### config.mk
export PLATFORM = sky130hd
export DESIGN_NAME = ad9434_cap_ctrl
export DESIGN_NICKNAME = d
export VERILOG_FILES = /design/src/rtl/ad9434_cap_ctrl.sv
export SDC_FILE = /design/constraint.sdc
export NUM_CORES = 1
export LEC_CHECK = 0
export CORE_MARGIN = 4
export CORE_UTILIZATION = 50
export CTS_CLUSTER_SIZE = 8
export DETAILED_ROUTE_END_ITERATION = 8
export PLACE_DENSITY = 0.74
export SKIP_LAST_GASP = 1
export SYNTH_ARGS = -nofsm -noshare
export SYNTH_HDL_FRONTEND = slang
export SYNTH_SLANG_ARGS = --single-unit
### constraint.sdc
create_clock -name clk_200m -period 8.7 [get_ports clk_200m]
set_clock_uncertainty 0.15 [all_clocks]
set_input_delay 1.74 -clock clk_200m [delete_from_list [all_inputs] [get_ports clk_200m]]
set_output_delay 1.74 -clock clk_200m [all_outputs]
set_load 0.005 [all_outputs]
### src/rtl/ad9434_cap_ctrl.sv
// AD9434 capture sequencer: arm, wait for a synced trigger edge, then pack a timed
// window of 12-bit samples two-per-word into the capture BRAM with a done/ack handshake.
module ad9434_cap_ctrl #(
   parameter int unsigned CLK_PER_US  = 200,
   parameter int unsigned DEPTH_WORDS = 4096
) (
   input  logic        clk_200m,
   input  logic        rst,
   input  logic        i_arm,
   input  logic        i_trig,
   input  logic        i_abort,
   input  logic [9:0]  i_us_capture,
   input  logic        i_adc_valid,
   input  logic [11:0] i_adc_data,
   input  logic        i_done_ack,
   output logic [31:0] o_bram_addr,
   output logic [31:0] o_bram_data,
   output logic        o_bram_ena,
   output logic        o_bram_wea,
   output logic        o_busy,
   output logic        o_done,
   output logic        o_trunc,
   output logic [15:0] o_word_cnt,
   output logic [2:0]  o_state
);

   typedef enum logic [2:0] {
      StIdle    = 3'd0,
      StArmed   = 3'd1,
      StCapture = 3'd2,
      StFlush   = 3'd3,
      StDone    = 3'd4
   } state_e;

   state_e      state_q, state_d;
   logic        trig_s1_q, trig_s2_q, trig_s3_q;
   logic [31:0] win_lim_q, win_lim_d;
   logic [31:0] win_cnt_q, win_cnt_d;
   logic        pend_q, pend_d;
   logic [11:0] pair_lo_q, pair_lo_d;
   logic [15:0] word_cnt_q, word_cnt_d;
   logic        trunc_q, trunc_d;
   logic        ena_q, ena_d;
   logic [31:0] addr_q, addr_d;
   logic [31:0] data_q, data_d;

   logic        trig_rise;
   logic        wr_issue;
   logic [31:0] wr_data;

   assign trig_rise = trig_s2_q & ~trig_s3_q;

   // Trigger synchroniser plus edge-detect register
   always_ff @(posedge clk_200m) begin
      if (rst) begin
         trig_s1_q <= 1'b0;
         trig_s2_q <= 1'b0;
         trig_s3_q <= 1'b0;
      end else begin
         trig_s1_q <= i_trig;
         trig_s2_q <= trig_s1_q;
         trig_s3_q <= trig_s2_q;
      end
   end

   // Sequencer next-state, sample packing and write issue
   always_comb begin
      state_d    = state_q;
      win_lim_d  = win_lim_q;
      win_cnt_d  = win_cnt_q;
      pend_d     = pend_q;
      pair_lo_d  = pair_lo_q;
      word_cnt_d = word_cnt_q;
      trunc_d    = trunc_q;
      wr_issue   = 1'b0;
      wr_data    = '0;

      if (i_abort) begin
         // Writes already registered complete on their own; nothing new is issued
         state_d = StIdle;
         pend_d  = 1'b0;
      end else begin
         unique case (state_q)
            StIdle: begin
               if (i_arm) state_d = StArmed;
            end
            StArmed: begin
               if (trig_rise) begin
                  win_lim_d  = 32'(i_us_capture) * CLK_PER_US;
                  win_cnt_d  = '0;
                  word_cnt_d = '0;
                  trunc_d    = 1'b0;
                  pend_d     = 1'b0;
                  pair_lo_d  = '0;
                  state_d    = (i_us_capture == 10'd0) ? StFlush : StCapture;
               end
            end
            StCapture: begin
               win_cnt_d = win_cnt_q + 32'd1;
               if (i_adc_valid) begin
                  if (!pend_q) begin
                     pair_lo_d = i_adc_data;
                     pend_d    = 1'b1;
                  end else begin
                     wr_issue   = 1'b1;
                     wr_data    = {4'h0, i_adc_data, 4'h0, pair_lo_q};
                     pend_d     = 1'b0;
                     word_cnt_d = word_cnt_q + 16'd1;
                  end
               end
               if (wr_issue && (32'(word_cnt_d) == DEPTH_WORDS)) begin
                  // BRAM full: stop here, any later partial word is dropped
                  trunc_d = 1'b1;
                  pend_d  = 1'b0;
                  state_d = StFlush;
               end else if (win_cnt_q == win_lim_q - 32'd1) begin
                  state_d = StFlush;
                  // A lone pending sample is issued now so its enable lands in FLUSH
                  if (pend_d) begin
                     wr_issue   = 1'b1;
                     wr_data    = {20'h0, pair_lo_d};
                     pend_d     = 1'b0;
                     word_cnt_d = word_cnt_q + 16'd1;
                  end
               end
            end
            StFlush: begin
               pend_d  = 1'b0;
               state_d = StDone;
            end
            StDone: begin
               if (i_done_ack) state_d = StIdle;
            end
            default: state_d = StIdle;
         endcase
      end

      ena_d  = wr_issue;
      addr_d = wr_issue ? {14'd0, word_cnt_q, 2'b00} : addr_q;
      data_d = wr_issue ? wr_data : data_q;
   end

   // State and registered BRAM port
   always_ff @(posedge clk_200m) begin
      if (rst) begin
         state_q    <= StIdle;
         win_lim_q  <= '0;
         win_cnt_q  <= '0;
         pend_q     <= 1'b0;
         pair_lo_q  <= '0;
         word_cnt_q <= '0;
         trunc_q    <= 1'b0;
         ena_q      <= 1'b0;
         addr_q     <= '0;
         data_q     <= '0;
      end else begin
         state_q    <= state_d;
         win_lim_q  <= win_lim_d;
         win_cnt_q  <= win_cnt_d;
         pend_q     <= pend_d;
         pair_lo_q  <= pair_lo_d;
         word_cnt_q <= word_cnt_d;
         trunc_q    <= trunc_d;
         ena_q      <= ena_d;
         addr_q     <= addr_d;
         data_q     <= data_d;
      end
   end

   assign o_bram_addr = addr_q;
   assign o_bram_data = data_q;
   assign o_bram_ena  = ena_q;
   assign o_bram_wea  = ena_q;
   assign o_busy      = (state_q == StArmed) || (state_q == StCapture) || (state_q == StFlush);
   assign o_done      = (state_q == StDone);
   assign o_trunc     = trunc_q;
   assign o_word_cnt  = word_cnt_q;
   assign o_state     = state_q;

endmodule

After elaboration in Yosys (flattened, before gate mapping)
Cells that the tools add are included.
{"block": "word_totals", "mem_bits_ro": 0, "ramBits": 0, "wordCells": 92, "n_memories": 0, "latch_bits": 0, "regBits": 132}
{"block": "classes", "div": 0, "n_eq_ne": 11, "bitwise_logic": 3, "shifts": 0, "addsub": 3, "n_reduce_logical": 13, "muxes": 48, "mul": 1, "magnitude_cmp": 0}
{"op": "$mux W32", "count": 6}
{"op": "$mux W16", "count": 8}
{"op": "$pmux W32 S2", "count": 1}
{"op": "$mux W28", "count": 2}
{"op": "$mux W12", "count": 3}
{"op": "$add A32 B1 Y32 const B", "count": 1}
{"op": "$eq A32 B32 Y1", "count": 1}
{"op": "$pmux W16 S2", "count": 1}
{"op": "$pmux W12 S2", "count": 1}
{"op": "$sub A18 B1 Y19 const B", "count": 1}
{"op": "$mux W1", "count": 18}
{"op": "$add A16 B1 Y16 const B", "count": 1}
{"op": "$eq A16 B13 Y1 const B", "count": 1}
{"op": "$mul A10 B5 Y15 const B", "count": 1}
{"op": "$mux W3", "count": 5}
{"op": "$pmux W3 S5", "count": 1}
{"op": "$logic_not A10 Y1", "count": 1}
{"op": "$ne A2 B2 Y1 const B", "count": 4}
{"op": "$reduce_and A4 Y1", "count": 2}
{"op": "$eq A3 B2 Y1 const B", "count": 2}
{"op": "$reduce_and A3 Y1", "count": 2}
{"op": "$eq A3 B1 Y1 const B", "count": 1}
{"op": "$eq A3 B3 Y1 const B", "count": 1}
{"op": "$logic_not A3 Y1", "count": 1}
{"op": "11 further kinds", "count": 13}

Longest topological paths before layout
{"block": "logic_depth", "ltp_word": 10, "ltp_mapped": 15, "depth_no_buf": 14}

Worst setup path after synthesis
OpenSTA, ideal clock, no wires.
{"block": "synth_timing", "kind": "input to register", "start": "input i_adc_valid", "end": "register addr_q[10], in the netlist o_bram_addr[10]", "required_time_ns": 8.434, "arrival_ns": 4.431, "cell_stages": 11, "n_path_buf": 3, "slack_ns": 4.003, "path_cell_list": "clkbuf_1 nand2_1 or4_1 a211oi_1 nand4_1 o31ai_1 or4_1 buf_2 nand3_4 buf_4 a31o_1"}
{"block": "synth_via", "elab_chain_len": 8, "word_cells_on_any_way": 16, "cone_classes": "1 x eq/ne; 14 x mux; 1 x reduce/logical"}
{"element": "start, declared", "line": "13", "text": "input logic i_adc_valid,"}
{"element": "$mux W16 or $mux W1 (tied branches)", "line": "100", "text": "if (i_adc_valid) begin"}
{"element": "$mux W16 or $mux W1 (tied branches)", "line": "83", "text": "unique case (state_q)"}
{"element": "$mux W16 or $mux W1 (tied branches)", "line": "78", "text": "if (i_abort) begin"}
{"element": "$eq A16 B13 Y1 or $mux W1 (tied branches)", "line": "111, 119"}
{"element": "$logic_and A1 B1 Y1 or $mux W1 (tied branches)", "line": "111, 116"}
{"element": "$mux W1 (*)", "line": "111", "text": "if (wr_issue && (32'(word_cnt_d) == DEPTH_WORDS)) begin"}
{"element": "$mux W1 (*)", "line": "83"}
{"element": "$mux W1 (*)", "line": "78"}
{"element": "end signal, assigned", "line": "165", "text": "addr_q <= addr_d;"}
{"element": "end, declared", "line": "44", "text": "logic [31:0] addr_q, addr_d;"}
Every way passes the cells marked *; elsewhere a longest branch is shown, timed or not. The select of a mux whose other input is x is not followed.
A chain may end at the register's enable or synchronous reset.

Worst setup path after layout
{"block": "layout_timing", "start": "input i_adc_valid", "end": "register word_cnt_q[0], in the netlist o_word_cnt[0]"}
{"block": "layout_via", "elab_chain_len": 7, "word_cells_on_any_way": 15, "cone_classes": "1 x eq/ne; 13 x mux; 1 x reduce/logical"}
{"element": "$mux W16 or $mux W1 (tied branches)", "line": "100"}
{"element": "$mux W16 or $mux W1 (tied branches)", "line": "83"}
{"element": "$mux W16 or $mux W1 (tied branches)", "line": "78"}
{"element": "$eq A16 B13 Y1 or $mux W16 (tied branches)", "line": "111, 119"}
{"element": "$logic_and A1 B1 Y1 or $mux W16 (tied branches)", "line": "111, 116"}
{"element": "$mux W16 (*)", "line": "111"}
{"element": "$pmux W16 S2 (*)", "line": "83"}
{"element": "end signal, assigned", "line": "162", "text": "word_cnt_q <= word_cnt_d;"}
{"element": "end, declared", "line": "41", "text": "logic [15:0] word_cnt_q, word_cnt_d;"}
Marked as above.

==> reports/results.txt <==
min-delay worst type: reg -> reg
post-synthesis sequential area ratio: 31.2%
Top Layer Used: met4
Lkg Pwr: 3.34 nW
Clock Sink Count: 124
Final Hold Vio Count: 0
n_diodes: 0
share of cells above drive strength 1: 6.76%
Port Buf Inserts: 92
H-tree depth: 4
Slew Viols, Final: 0
dpl ws: 2.39 ns
PwrDens: 148 mW/mm2
max-cap viol count: 0
Synth Instances: 963
Fmax achieved: 0.167 GHz
top-area cell type share of the netlist area: 31.2%
ys async rst share: 0%
Post-Syn Area: 0.00794 mm2
Worst EP arrival: 6.13 ns
Clock Pin Slew Worst Setup and Hold Paths: 0.06 ns
chip width: 134 um
unrepaired setup endpoints after global routing: no
post-CTS setup repair buffer count: 0
Synth top cells by count: dfxtp_1, nor2_1, nand2_1
setup TNS: 0 ns
Layout Area Growth over Synthesis: 17.1%
M1 WL: 8690 um
post_cts resized: 0
CTS Buf Count: 17
Max IR drop VDD: 0.128 mV
Vias: 7223
largest cells by area after synthesis: dfxtp_1, ha_1, nor2_1
synthesized area per cell: 8.25 um2
Placed Instance Area: 0.00874 mm2
Synth Register Bits: 124
pin count of the biggest net entering global routing: 68
Core ar.: 0.0154 mm2
drt pass-1 iters: 7
setup ws final: 2.73 ns
WS Path Type: in -> reg
max incr delay on CP: 0.82 ns
Worst path top cell family by delay: simple AND/OR/NAND/NOR gates
DRC: 0
gpl congestion: 0.943
1st-iter DRT viols: 488
final WL: 19900 um
Rel. slew slack: 21.7%
Tmin final: 5.97 ns
total power draw: 1.38 mW
first-pass GRT wire length: 32600 um
met2 wire length: 9740 um
CTS tree: built
root buffer selected by CTS: clkbuf_16
Initial Util: 51.7%
overall routing resource usage: 21.9%
global route overflow: 0
critical path peak fanout: 25
status: completed
vias in the first global route: 6588
Netlist cell types: 74
most frequent CP cell: or4_1
io pins: 117
final cycle utilization of the critical path: 68.7%
Final Instance Area: 0.00930 mm2
full die area: 0.0180 mm2
CTS Buffer Depth: 2
Critical Path RT: 8.85 ns
clk_lat worst skew: 0.42 ns
slowest cell on the critical path: or4_1
Synth Flop Type: dfxtp_1
CTS hold repair buffers: 0
Slew @ Worst Pin: 1.17 ns
vias per cell: 5.87
biggest area consumer among synthesized cells: dfxtp_1
Nets: 1086
post-route ant nets: 0
EDFF count, synth: 0
FP Rows: 45
routed length on met3: 1160 um
startpoint types: primary input
CP endpoint kind: register
post-DR wirelength/cell: 16.2 um
most common cell in the netlist: dfxtp_1
Detail Placement HPWL: 14000 um
Yosys Warn Count: 0
CP Cell Sequence: clkdlybuf4s50_1 -> nand2_1 -> or4_1 -> a211oi_1 -> nand4_1 -> o31ai_2 -> or4_1 -> a31oi_1 -> a2111oi_0
Die Y: 134 um
Buf/Inv on CP: 1
antenna violations before repair: 0
final setup vio count: 0
[per-layer routing]
layer | global-route usage (%) | vias to the layer above
met2 | 37.7 | 228
li1 | - | 3525
met1 | 27.8 | 3433
met3 | 4.46 | 37
met5 | 0 | -
met4 | 6.67 | 0
[metrics by stage]
stage	cells	util, %	hold WS [ns]
after floorplan	986	-	0.264
after global placement	1199	56.9	0.275
final	1231	60.5	0.289
after global routing	1231	60.5	0.324
after detailed placement	1199	56.9	0.279
after CTS	1231	60.5	0.292
[worst paths after layout]
check                             from                         end  slack, ns  depth (start not counted)
setup reg to reg   pend_q$_SDFFE_PP0P_  o_word_cnt[0]$_SDFFE_PP0P_       4.22                          8
setup / recovery           i_adc_valid  o_word_cnt[0]$_SDFFE_PP0P_       2.73                          9
hold reg to reg   trig_s1_q$_SDFF_PP0_        trig_s2_q$_SDFF_PP0_       0.29                          1
hold / removal    trig_s1_q$_SDFF_PP0_        trig_s2_q$_SDFF_PP0_       0.29                          1
[cell families (layout without fill, tap and decap cells)]
logic type               after synthesis  in the layout  share of synthesized area [%]
AND/OR/NAND/NOR                      359            359                           22.9
AO/OA/AOI/OAI                        208            208                           20.3
buffers and inverters                149            183                           9.02
flip-flops                           124            124                           31.2
XOR/XNOR                              59             59                           6.50
adder cells (fa/ha/maj)               50             50                           8.35
multiplexers                          13             13                           1.64
other                                  1             24                         0.0472
[sequential cells by signal (all words and copies together) (netlist names)]
name / flops
trig_s2_q: 1
o_bram_addr: 16
o_trunc: 1
trig_s3_q: 1
o_bram_ena: 1
win_cnt_q: 32
o_state: 3
pend_q: 1
win_lim_q: 15
o_word_cnt: 16
o_bram_data: 24
trig_s1_q: 1
pair_lo_q: 12
[cell type report]
class	count	area, um2
Tap cell	211	264
Sequential cell	124	2480
Inverter	53	199
Fill cell	1402	6070
Multi-Input combinational cell	713	4840
Clock buffer	19	443
Clock inverter	13	119
Timing Repair Buffer	98	961
[worst register-to-register path, delay by kind of cell, from the launching register on]
kind	cells	cell delay, ns
flops	1	0.50
compound gates	4	1.37
simple gates	4	2.34
[cell usage in the layout, fill, tap and decap left out, types with 11 or more instances in the layout]
cell type | netlist | final
conb_1 | 1 | 24
a21oi_1 | 37 | 37
a31o_1 | 11 | 11
clkbuf_16 | 0 | 17
nor4_1 | 32 | 32
ha_1 | 45 | 45
clkdlybuf4s50_1 | 0 | 91
nand2_1 | 88 | 88
o21ai_0 | 31 | 31
mux2i_1 | 13 | 13
xor2_1 | 30 | 30
nor2_1 | 95 | 95
or4_1 | 12 | 12
nand4_1 | 20 | 20
a22oi_1 | 14 | 14
nand3_1 | 48 | 48
dfxtp_1 | 124 | 124
o31ai_1 | 14 | 14
inv_1 | 52 | 52
nor3_1 | 17 | 16
xnor2_1 | 29 | 29
[power breakdown]
group,internal (mW),total (mW),switching (mW)
sequential,0.570,0.571,0.00195
clock,0.400,0.667,0.267
combinational,0.0609,0.142,0.0812
Power figures use the tool's default switching activity.
